$ cat config.mk
export PLATFORM = sky130hd
export DESIGN_NAME = add_seq_ctrl
export DESIGN_NICKNAME = d
export VERILOG_FILES = /design/src/rtl/add_seq_ctrl.sv
export SDC_FILE = /design/constraint.sdc
export NUM_CORES = 1
export LEC_CHECK = 0
export ABC_AREA = 1
export BUFFER_PORTS_ARGS = -buffer_cell sky130_fd_sc_hd__buf_2
export CAP_MARGIN = 30
export CORE_MARGIN = 2
export CORE_UTILIZATION = 40
export DETAILED_ROUTE_END_ITERATION = 6
export PLACE_DENSITY = 0.65
export SLEW_MARGIN = 20
export SYNTH_ARGS = -nofsm -noshare
export SYNTH_HDL_FRONTEND = slang
export SYNTH_SLANG_ARGS = --single-unit
$ cat constraint.sdc
create_clock -name clk -period 1.3 [get_ports clk]
set_input_delay 0.13 -clock clk [delete_from_list [all_inputs] [get_ports clk]]
set_output_delay 0.13 -clock clk [all_outputs]
set_load 0.01 [all_outputs]
$ cat src/rtl/add_seq_ctrl.sv
// add_seq_ctrl: 64-bit add sequenced as four 16-bit slices through one shared external adder.
// Define ADD_SEQ_CTRL_OVF_EN to add the signed-overflow output ovf.
module add_seq_ctrl #(
  parameter int SETTLE_CYCLES = 3
) (
  input  logic        clk,
  input  logic        rst,
  input  logic        start,
  input  logic [63:0] op_a,
  input  logic [63:0] op_b,
  input  logic        cin,
  output logic        busy,
  output logic        done,
  output logic [63:0] result,
  output logic        cout,
  output logic [15:0] add_a,
  output logic [15:0] add_b,
  output logic        add_cin,
  input  logic [15:0] add_sum,
  input  logic        add_cout
`ifdef ADD_SEQ_CTRL_OVF_EN
  ,
  output logic        ovf
`endif
);
  typedef enum logic [1:0] {IDLE, SETTLE, DONE} state_t;
  state_t      state_q;
  logic [63:0] a_q, b_q, result_q;
  logic [47:0] acc_q;
  logic        carry_q, cout_q;
  logic [1:0]  idx_q;
  logic [3:0]  cnt_q;
  logic        settle, last;
`ifdef ADD_SEQ_CTRL_OVF_EN
  logic        ovf_q;
  assign ovf = ovf_q;
`endif
  assign settle  = state_q == SETTLE;
  assign last    = cnt_q == 4'(SETTLE_CYCLES - 1);
  assign busy    = state_q != IDLE;
  assign done    = state_q == DONE;
  assign result  = result_q;
  assign cout    = cout_q;
  assign add_a   = settle ? a_q[{idx_q, 4'b0} +: 16] : '0;
  assign add_b   = settle ? b_q[{idx_q, 4'b0} +: 16] : '0;
  assign add_cin = settle & carry_q;
  // Slices 0..2 shift in from the top so they land in order; slice 3 goes straight to result.
  always_ff @(posedge clk) begin
    if (rst) begin
      state_q  <= IDLE;
      a_q      <= '0;
      b_q      <= '0;
      acc_q    <= '0;
      result_q <= '0;
      carry_q  <= 1'b0;
      cout_q   <= 1'b0;
      idx_q    <= '0;
      cnt_q    <= '0;
`ifdef ADD_SEQ_CTRL_OVF_EN
      ovf_q    <= 1'b0;
`endif
    end else begin
      case (state_q)
        IDLE: if (start) begin
          state_q <= SETTLE;
          a_q     <= op_a;
          b_q     <= op_b;
          carry_q <= cin;
          idx_q   <= '0;
          cnt_q   <= '0;
        end
        SETTLE: if (last) begin
          cnt_q   <= '0;
          carry_q <= add_cout;
          if (idx_q == 2'd3) begin
            state_q  <= DONE;
            result_q <= {add_sum, acc_q};
            cout_q   <= add_cout;
`ifdef ADD_SEQ_CTRL_OVF_EN
            ovf_q    <= a_q[63] ^ b_q[63] ^ add_sum[15] ^ add_cout;
`endif
          end else begin
            acc_q <= {add_sum, acc_q[47:16]};
            idx_q <= idx_q + 2'd1;
          end
        end else cnt_q <= cnt_q + 4'd1;
        default: state_q <= IDLE;
      endcase
    end
  end
endmodule

==> results of run 1 <==
-- placed cells by master, fill, tap and decap left out, drive strengths merged, types with 5 or more instances in the layout --
master,n
inv,83
a21oi,37
nand2,149
dfxtp,250
o21ai,244
clkbuf,70
nand3,5
buf,353
clkinv,9
dlygate4sd3,147
nor2,622
-- worst min-delay path, cell delays in order --
cell and delay [ns]:
buf_2 0.11, inv_1 0.08, nand2_1 0.14, nand4_1 0.11
nand2_1 0.09, nor2_2 0.03
-- per-stage QoR --
step	area (sq um)	utilization (%)	setup WS (ns)	hold slack, ns	power (W)
after floorplan	10300	-	-0.0107	0.192	0.00996
after global placement	12300	48.9	-0.227	0.352	0.0111
after detailed placement	12300	48.9	-0.249	0.356	0.0111
after CTS	15100	60.1	-0.625	0.0996	0.0196
after global routing	17200	68.6	-0.818	0.247	0.0216
final	17200	68.6	-0.717	0.197	0.0209
-- repair_timing --
item	CTS	global route
cloned	6	42
pin swaps	10	123
hold buffers	147	0
setup endpoints to repair	192	284
gates resized for setup	111	425
hold endpoints to repair	166	0
setup buffers	10	13
-- cells by family (layout without fill, tap and decap cells) --
group / after synthesis / in the layout / share of synthesized area (%)
other cells: 0 / 2 / 0
compound gates: 282 / 282 / 13.9
fa+ha+maj: 3 / 3 / 0.368
simple gates: 781 / 782 / 29.0
flops: 250 / 250 / 49.1
buf+inv: 186 / 667 / 7.56
xor+xnor: 1 / 1 / 0.0859
-- power groups by stage --
stage	Combinational [W]	Sequential, W	Clock, W
2_1_floorplan	0.00155	0.00840	0
3_3_place_gp	0.00263	0.00846	0
3_5_place_dp	0.00265	0.00846	0
4_1_cts	0.00335	0.00832	0.00793
5_1_grt	0.00483	0.00849	0.00830
6_report	0.00454	0.00845	0.00790
-- worst max path at each step --
stage	end	slack, ns	start
finish	add_a[11]	-0.72	idx_q[0]
global route	add_a[13]	-0.82	idx_q[0]
CTS	add_b[9]	-0.62	idx_q[0]
detailed placement	acc_q[16]	-0.25	idx_q[0]
global placement	acc_q[16]	-0.23	idx_q[0]
floorplan	acc_q[37]	-0.01	idx_q[0]
-- layout make-up --
class	count	area [sq um]	share of cell area [%]
Multi-Input combinational cell	1068	5480	31.8
Timing Repair Buffer	535	5040	29.3
Sequential cell	250	5020	29.1
Clock buffer	37	763	4.43
Tap cell	330	413	2.40
Inverter	82	344	2.00
Clock inverter	11	138	0.799
Timing Repair inverter	2	27.5	0.160
Antenna cell	2	5.00	0.0290
-- state kept, by name, summed over array words and instances, names as in the netlist --
signal and cells:
a_q 64, acc_q 48, b_q 64, carry_q 1, cnt_q 4, cout 1
idx_q 2, result 64, state_q 2
-- per-layer routing --
metal	wire length [um]	up-vias
met5	0	-
met4	2490	0
met3	2790	196
met2	20100	635
met1	15800	5585
li1	-	5643
==> summary.txt, run 1 <==
Min path
  • Hold Crit Start: start
  • Hold path depth: 6
  • WHS Endpoint: idx_q[0]
  • Hold Crit Class: primary input to flip-flop

Synth
  • Syn avg cell area: 6.78 sq um
  • Seq/Total Area, Yosys: 49.1%
  • FF+latch count, synth: 250
  • Post-synth ARST share: 0%
  • Synth Flop Type: dfxtp_1
  • Mapped Cells: 1503
  • Dominant cells by area after synthesis: dfxtp_1 (49%), nor2_1 (23%), o21ai_0 (12%), nand2_1 (5.4%), inv_1 (2.8%)
  • Share of the synthesized area in the top cell type: 49.1%
  • Number of synthesized flops with an enable pin: 0
  • Count leader, synth: nor2_1
  • Yosys cell types: 22
  • Mapped cell area: 10200 sq um
  • Top cells by count, synth: nor2_1 (621), dfxtp_1 (250), o21ai_0 (241)
  • Synthesized Nets: 1655
  • Yosys warns: 0
  • Yosys top cell by area: dfxtp_1

Die
  • Initial Util: 40.6%
  • Die span in x: 164 um
  • Ports: 249
  • Core region area: 25100 sq um
  • Row Count: 58
  • DIE HEIGHT: 164 um
  • Die footprint: 26800 sq um

Clock tree
  • Clock Sinks: 250
  • Clock Path Buffers: 3
  • Clock transition at path regs: 0.06 ns
  • H-tree depth: 1
  • Clk_lat worst skew: 0.54 ns
  • CTS tree: done
  • Total CTS buffers: 27
  • Root Buffer Master: clkbuf_16

Critical path
  • Worst R2R End: result[57]
  • FF-to-FF path depth: 10
  • Crit-path cells: buf_8 > buf_8 > nor2_2 > nor2_1 > o21ai_2 > a21oi_2 > buf_2
  • Setup CP Type: flip-flop to output port
  • R2R setup slack: -0.40 ns
  • Instance count on the critical path: 7
  • Worst path bufs/invs: 3
  • Crit. End Element: output port
  • Startpoint type of the worst setup path: flip-flop
  • Crit-path most repeated cell: buf_8
  • Crit Path Max Fanout: 6
  • Worst path slowest cell: dfxtp_4
  • Crit path arrival time: 1.89 ns
  • Worst Path Required: 1.17 ns
  • Crit-path leading delay family: buffers and inverters
  • Worst r2r src: idx_q[0]
  • CP peak stage delay: 0.42 ns

Route
  • Per-cell routed wire length: 17.8 um
  • Routed Antenna Nets: 0
  • Initial detailed-routing violation count: 1080
  • Vias post-DR: 12.1k
  • First-pass DRT Iterations: 5
  • Via/cell ratio: 5.20
  • DRC Markers: 0
  • Final WL: 41.2 mm

Placement
  • IO Port Bufs: 248
  • Final Wtd Congestion: 0.898
  • Placed Cells: 2051
  • Hpwl dp: 19.9 mm

STA
  • Final Hold Fails: 0
  • Tmin final: 2.02 ns
  • Worst Tran Pin Value: 0.406 ns
  • Fin. max-slew vios: 0
  • Worst setup margin: -0.717 ns
  • Fmax: 0.496 GHz
  • Clock Skews: 0.0127 ns
  • Number of endpoints failing setup at the final stage: 283
  • Period utilization: 155%
  • Setup TNS: -79.42 ns
  • Worst slew margin: 72.9%
  • RSZ-0062 raised after global routing: yes

Global routing
  • GR Overflow Total: 0
  • Met2 global-route usage: 42.7%
  • Initial antenna violation count: 1
  • Global route hottest layer: met2
  • Vias in the first global route: 10.9k
  • Largest net degree at the start of global routing: 66
  • Met1 Use GR: 29.5%
  • First-pass GRT wire length: 53.2 mm
  • Tot GR Track Use: 24.5%
  • GRT met3 Usage: 4.42%

Final layout
  • Area Overhead vs Synth: 69.1%
  • Share of layout cells above drive strength 1: 34.4%
  • # fillers: 1840
  • Layout Cells excl Fill: 2317
  • Fin nets: 2118

Pwr
  • Leakage: 7.49 nW
  • Clk pwr share: 37.8%
  • Comb pwr share: 21.8%
  • Max VDD drop: 0.910 mV
  • Sw power: 0.00593 W
  • Flop pwr share: 40.4%
  • Pint: 0.0150 W
  • Power per cell area: 1210 nW/um^2
  • Sw Share: 28.4%

Status
  • Status: finished, violations left
  • Failing checks: setup timing

Run
  • Max-cap check violation count: 0
Note: power is estimated with default switching activity, not from simulation.
==> run 2, diff against run 1 <==
ABC_AREA = default   (was 1)
==> run 2 against run 1 <==
  * The flow still finishes with violations (setup timing)
  * Hold slack worse by 0.15 ns
  * Synthesized area down 0.44%
  * Total power down 9.4%
  * Maximum frequency down 4.8%
  * Worst setup slack worse by 0.10 ns
  * Clock-buffer cell count up 3
  * Via count down 16%
  * Global-route usage up 1.1 points
  * Sequential power down 4.5%
  * First-iteration DRC count down 16%
  * Largest power group unchanged
  * Highest routed layer unchanged
==> summary.txt, run 2 <==
Clock tree
  • CTS tree: done
  • Clock Path Buffers: 3 (unchanged)
  • Root Buffer Master: clkbuf_16
  • H-tree depth: 1 (unchanged)
  • Clk_lat worst skew: 0.54 ns (about the same)
  • Total CTS buffers: 28 (+3.7%)
  • Clock Sinks: 250 (unchanged)
  • Clock transition at path regs: 0.06 ns (about the same)

Synth
  • Syn avg cell area: 9.48 sq um (+40%)
  • Synthesized Nets: 1222 (-26%)
  • Dominant cells by area after synthesis: dfxtp_1 (49%), mux2i_1 (11%), nand2_1 (9.6%), nand2b_1 (8.1%), mux4_2 (7.1%)
  • Top cells by count, synth: nand2_1 (259), dfxtp_1 (250), a21oi_1 (133)
  • Yosys cell types: 30 (+36%)
  • Count leader, synth: nand2_1
  • Synth Flop Type: dfxtp_1
  • Yosys top cell by area: dfxtp_1
  • Post-synth ARST share: 0% (unchanged)
  • Seq/Total Area, Yosys: 49.3% (+0.22 points)
  • FF+latch count, synth: 250 (unchanged)
  • Mapped cell area: 10100 sq um (-0.44%)
  • Yosys warns: 0 (unchanged)
  • Mapped Cells: 1070 (-29%)
  • Number of synthesized flops with an enable pin: 0 (unchanged)
  • Share of the synthesized area in the top cell type: 49.3% (+0.22 points)

STA
  • Worst slew margin: 71.6% (-1.3 points)
  • Final Hold Fails: 0 (unchanged)
  • RSZ-0062 raised after global routing: yes
  • Fin. max-slew vios: 0 (unchanged)
  • Worst setup margin: -0.819 ns (-0.102 ns)
  • Clock Skews: 0.0143 ns (+0.00164 ns)
  • Worst Tran Pin Value: 0.424 ns (+0.0186 ns)
  • Number of endpoints failing setup at the final stage: 285 (+0.71%)
  • Fmax: 0.472 GHz (-4.8%)
  • Period utilization: 163% (+7.9 points)
  • Tmin final: 2.12 ns (+0.102 ns)

Die
  • Ports: 249 (unchanged)
  • Die span in x: 163 um (-0.21%)
  • DIE HEIGHT: 163 um (-0.21%)
  • Die footprint: 26700 sq um (-0.43%)
  • Row Count: 58 (unchanged)
  • Initial Util: 40.5% (-0.062 points)
  • Core region area: 25000 sq um (-0.29%)

Critical path
  • Crit. End Element: output port
  • Setup CP Type: flip-flop to output port
  • Crit path arrival time: 1.99 ns (+0.10 ns)
  • Startpoint type of the worst setup path: flip-flop
  • Crit Path Max Fanout: 10 (+4)
  • Worst Path Required: 1.17 ns (about the same)
  • R2R setup slack: -0.63 ns (-0.23 ns)

Route
  • Initial detailed-routing violation count: 905 (-16%)
  • Routed Antenna Nets: 0 (unchanged)
  • DRC Markers: 0 (unchanged)
  • Per-cell routed wire length: 20.8 um (+17%)
  • Vias post-DR: 10.1k (-16%)
  • Via/cell ratio: 5.33 (+2.3%)
  • First-pass DRT Iterations: 7 (+2)
  • Final WL: 39.3 mm (-4.7%)

Global routing
  • Initial antenna violation count: 4 (+3)
  • GR Overflow Total: 0 (unchanged)
  • Vias in the first global route: 9897 (-8.8%)
  • Tot GR Track Use: 25.6% (+1.1 points)
  • Largest net degree at the start of global routing: 63 (-4.5%)
  • First-pass GRT wire length: 53.4 mm (+0.40%)

Placement
  • Dpl ws: -0.585 ns (-0.337 ns)
  • Hpwl dp: 17.3 mm (-13%)
  • IO Port Bufs: 248 (unchanged)
  • Placed cell areas: 12100 sq um (-1.8%)
  • Final Wtd Congestion: 0.800 (-11%)

Final layout
  • Commonest non-fill, non-tap cell in the layout: dfxtp_1
  • Fin nets: 1688 (-20%)
  • Area Overhead vs Synth: 69.8%
  • # fillers: 1672 (-9.1%)
  • Layout Cell Area excl Fill: 17200 sq um (about the same)
  • Share of layout cells above drive strength 1: 45.1% (+11 points)
  • Most frequent cells in the layout: dfxtp_1 (244), buf_2 (229), dlygate4sd3_1 (147), nand2_1 (140), nand2b_1 (131)

Pwr
  • Total power: 0.0189 W (-9.4%)
  • Power per cell area: 1100 nW/um^2 (-9.4%)
  • Leakage: 7.35 nW (-1.7%)
  • Max VDD drop: 0.837 mV (-8.0%)

Run
  • Max-cap check violation count: 0 (unchanged)

Status
  • Failing checks: setup timing
  • Status: finished, violations left

Min path
  • Hold Crit Class: primary input to flip-flop
-- run 2: kinds of logic (layout without fill, tap and decap cells) --
| logic type | Yosys count | after routing | share of synthesized area (%) |
|---|---|---|---|
| compound gates | 142 | 142 | 7.20 |
| simple gates | 443 | 446 | 21.0 |
| buf+inv | 86 | 569 | 3.72 |
| mux | 146 | 146 | 18.3 |
| fa+ha+maj | 3 | 3 | 0.370 |
| flops | 250 | 250 | 49.3 |
| other cells | 0 | 5 | 0 |
-- run 2: routing by layer --
metal | vias up | part of all wire [%] | track usage, %
li1 | 4537 | - | -
met1 | 4859 | 39 | 31.5
met2 | 522 | 48 | 44.1
met3 | 152 | 7.9 | 5.26
met4 | 0 | 4.8 | 9.98
met5 | - | 0 | 0
-- run 2: worst paths after layout --
path,from,to,depth (start not counted)
setup / recovery,idx_q[0],add_b[11],4
hold / removal,rst,result[41],3
setup reg to reg,cnt_q[0],acc_q[33],7
hold reg to reg,a_q[43],a_q[43],2
-- run 2: layout make-up --
cell class / count / area [sq um] / area share [%]
Clock inverter: 10 / 88.8 / 0.515
Inverter: 1 / 3.75 / 0.0218
Sequential cell: 250 / 5020 / 29.1
Clock buffer: 40 / 857 / 4.97
Tap cell: 330 / 413 / 2.40
Timing Repair Buffer: 518 / 5090 / 29.6
Multi-Input combinational cell: 737 / 5750 / 33.4
Antenna cell: 5 / 12.5 / 0.0726
-- run 2: per-stage QoR --
stage / hold WS (ns) / utilization, % / setup TNS [ns] / cells
floorplan: 0.266 / - / -58.65 / 1070
global placement: 0.378 / 48.2 / -59.89 / 1604
detailed placement: 0.380 / 48.2 / -63.21 / 1604
CTS: 0.0173 / 64.4 / -132.79 / 1863
global route: 0.0526 / 68.8 / -142.77 / 1890
finish: 0.0499 / 68.8 / -127.82 / 1891
-- run 2: timing repair --
action                                  in CTS  in global routing
cloned                                      38                 11
resized for setup                          113                245
endpoints found under the hold margin      163                  0
hold buffers                               147                  0
endpoints found under the setup margin     283                285
setup buffers                               25                 21
pin swaps                                   47                 59
-- run 2: worst max-delay path, stage by stage (launching register included) --
cell and delay [ns]:
dfxtp_4 0.42, buf_12 0.18, mux4_2 0.53, and2_4 0.17, buf_2 0.14
-- run 2: power by group --
part	switching, W	total (W)	internal [W]
clock	0.00327	0.00805	0.00477
sequential	0.000176	0.00807	0.00790
combinational	0.00125	0.00281	0.00156
total	0.00470	0.0189	0.0142
==> run 3, diff against run 2 <==
==> constraint.sdc (replaced) <==
create_clock -name clk -period 1.3 [get_ports clk]
set_input_delay 0.26 -clock clk [delete_from_list [all_inputs] [get_ports clk]]
set_output_delay 0.26 -clock clk [all_outputs]
set_load 0.01 [all_outputs]
==> run 3 against run 2 <==
  * The flow still finishes with violations (setup timing)
  * Hold slack lost 0.013 ns
  * Routed wire length grew 17%
  * Worst setup slack lost 0.22 ns
==> summary.txt, run 3 (synthesized netlist as in run 2, its figures left out) <==
Final layout
  • Fin nets: 1703 (+0.89%)
  • Commonest non-fill, non-tap cell in the layout: dfxtp_1
  • Post-layout util: 75.2% (+6.4 points)
  • Layout Cell Area excl Fill: 18800 sq um (+9.3%)
  • Sequential cell area: 5050 sq um (+0.75%)
  • Most frequent cells in the layout: dfxtp_1 (214), buf_2 (205), nand2_4 (149), nand2b_1 (130), a21oi_2 (126)
  • Multi-input gate area: 6830 sq um (+19%)
  • Share of layout cells above drive strength 1: 58.6% (+14 points)
  • # fillers: 1423 (-15%)
  • Area Overhead vs Synth: 85.6%

Clock tree
  • Root Buffer Master: clkbuf_16
  • Total CTS buffers: 27 (-3.6%)
  • H-tree depth: 1 (unchanged)
  • Clock Path Buffers: 3 (unchanged)
  • Clock Sinks: 250 (unchanged)
  • CTS tree: done
  • Clk_lat worst skew: 0.53 ns (about the same)
  • Clock transition at path regs: 0.07 ns (about the same)

STA
  • Tmin final: 2.33 ns (+0.216 ns)
  • Period utilization: 180% (+17 points)
  • Worst Tran Pin Value: 0.487 ns (+0.0626 ns)
  • Worst setup margin: -1.03 ns (-0.216 ns)
  • Fin. max-slew vios: 0 (unchanged)
  • Final Hold Fails: 0 (unchanged)
  • RSZ-0062 raised after global routing: yes
  • Worst slew margin: 67.5% (-4.1 points)
  • Fmax: 0.428 GHz (-9.2%)
  • Number of endpoints failing setup at the final stage: 285 (unchanged)
  • Clock Skews: 0.0103 ns (-0.00401 ns)

Placement
  • Placed cell areas: 12300 sq um (+2.2%)
  • IO Port Bufs: 248 (unchanged)
  • Dpl ws: -0.585 ns (-0.0000800 ns)
  • Hpwl dp: 18.0 mm (+3.8%)
  • Final Wtd Congestion: 0.809 (+1.1%)

Critical path
  • Worst Path Required: 1.68 ns (+0.51 ns)
  • CP peak stage delay: 0.40 ns (-0.13 ns)
  • Crit. End Element: flip-flop
  • Crit path arrival time: 2.72 ns (+0.73 ns)
  • FF-to-FF path depth: 12 (+5)
  • Crit-path cells: buf_6 > buf_6 > buf_6 > buf_12 > buf_6 > nor3b_4 > buf_6 > buf_12 > buf_8 > buf_12 > nand2_4 > a21oi_2
  • Worst r2r src: state_q[1]
  • Setup CP Type: flip-flop to flip-flop
  • R2R setup slack: -1.03 ns (-0.40 ns)
  • Crit Path Max Fanout: 8 (-2)
  • Critical Path Start: state_q[1]
  • Crit-path most repeated cell: buf_6
  • Worst path slowest cell: a21oi_2
  • Startpoint type of the worst setup path: flip-flop
  • Worst R2R End: a_q[14]

Die
  • Row Count: 58 (unchanged)
  • Core region area: 25000 sq um (unchanged)
  • Die footprint: 26700 sq um (unchanged)
  • Ports: 249 (unchanged)
  • Die span in x: 163 um (unchanged)
  • Initial Util: 40.5% (unchanged)
  • DIE HEIGHT: 163 um (unchanged)

Global routing
  • Tot GR Track Use: 28.4% (+2.7 points)
  • Vias in the first global route: 10.8k (+9.1%)
  • Largest net degree at the start of global routing: 40 (-37%)
  • GR Overflow Total: 0 (unchanged)
  • First-pass GRT wire length: 59.0 mm (+10%)
  • Initial antenna violation count: 10 (+6)

Pwr
  • Power per cell area: 1090 nW/um^2 (-0.91%)
  • Max VDD drop: 0.867 mV (+3.5%)
  • Leakage: 8.27 nW (+12%)
  • Total power: 0.0205 W (+8.3%)

Route
  • Routed Antenna Nets: 0 (unchanged)
  • Vias post-DR: 10.7k (+6.4%)
  • First-pass DRT Iterations: 7 (unchanged)
  • Via/cell ratio: 5.60 (+5.2%)
  • Initial detailed-routing violation count: 817 (-9.7%)
  • Per-cell routed wire length: 24.1 um (+16%)
  • Final WL: 46.2 mm (+17%)
  • DRC Markers: 0 (unchanged)

Min path
  • WHS Endpoint: result[59]
  • Hold Crit Start: add_sum[11]
  • Hold Crit Class: primary input to flip-flop
  • Hold path depth: 3 (unchanged)

Status
  • Status: finished, violations left
  • Failing checks: setup timing

Run
  • Max-cap check violation count: 0 (unchanged)
==> run 3: cell count changes in the layout (fill, tap and decap cells not counted), sizes merged, moves of 2 or more <==
| cell | previous run | this run |
|---|---|---|
| buf | 359 | 401 |
| dlygate4sd3 | 147 | 125 |
| clkbuf | 49 | 37 |
| bufinv | 1 | 8 |
| diode | 5 | 11 |
| bufbuf | 3 | 5 |
==> run 3: worst max path at each step <==
stage	endpoint	slack [ns]
2_1_floorplan	acc_q[27]	-0.54
3_3_place_gp	acc_q[45]	-0.55
3_5_place_dp	acc_q[28]	-0.59
4_1_cts	add_b[2]	-0.94
5_1_grt	b_q[32]	-1.20
6_report	a_q[14]	-1.03
==> run 3: worst max-delay path, delay by kind of cell (launching register included) <==
kind	cells	cell delay, ns
buffers and inverters	9	1.16
AO/OA/AOI/OAI	1	0.40
flip-flops	1	0.34
AND/OR/NAND/NOR	2	0.26
==> run 3: what timing repair did <==
| action | in CTS | in global routing |
|---|---|---|
| hold endpoints to repair | 125 | 0 |
| cloned | 42 | 4 |
| resized for setup | 328 | 412 |
| pin swaps | 97 | 154 |
| setup buffers | 47 | 29 |
| setup endpoints to repair | 293 | 320 |
| hold buffers | 125 | 0 |
==> run 3: metrics by stage <==
stage	instances	hold slack [ns]	TNS, ns
after global routing	1907	0.0276	-194.27
final	1912	0.0373	-179.92
after detailed placement	1628	0.447	-73.21
after CTS	1891	0.00352	-132.02
after floorplan	1070	0.396	-62.49
after global placement	1628	0.439	-70.15
==> run 3: power breakdown <==
part | total (W) | internal [W] | switching (W)
combinational | 0.00329 | 0.00171 | 0.00158
sequential | 0.00814 | 0.00789 | 0.000241
clock | 0.00907 | 0.00572 | 0.00335
==> run 3: area by class of cell <==
| class | instances | area share, % |
|---|---|---|
| Inverter | 1 | 0.0199 |
| Antenna cell | 11 | 0.146 |
| Clock inverter | 16 | 1.53 |
| Timing Repair Buffer | 535 | 29.0 |
| Tap cell | 330 | 2.19 |
| Sequential cell | 250 | 26.8 |
| Multi-Input combinational cell | 736 | 36.2 |
| Clock buffer | 33 | 4.02 |
==> run 3: metal layers <==
layer / global-route usage [%] / vias up / routed length, um
li1: - / 4574 / -
met1: 32.8 / 5105 / 16500
met2: 49.8 / 733 / 22000
met3: 6.35 / 296 / 4150
met4: 13.2 / 4 / 3390
met5: 0 / - / 89
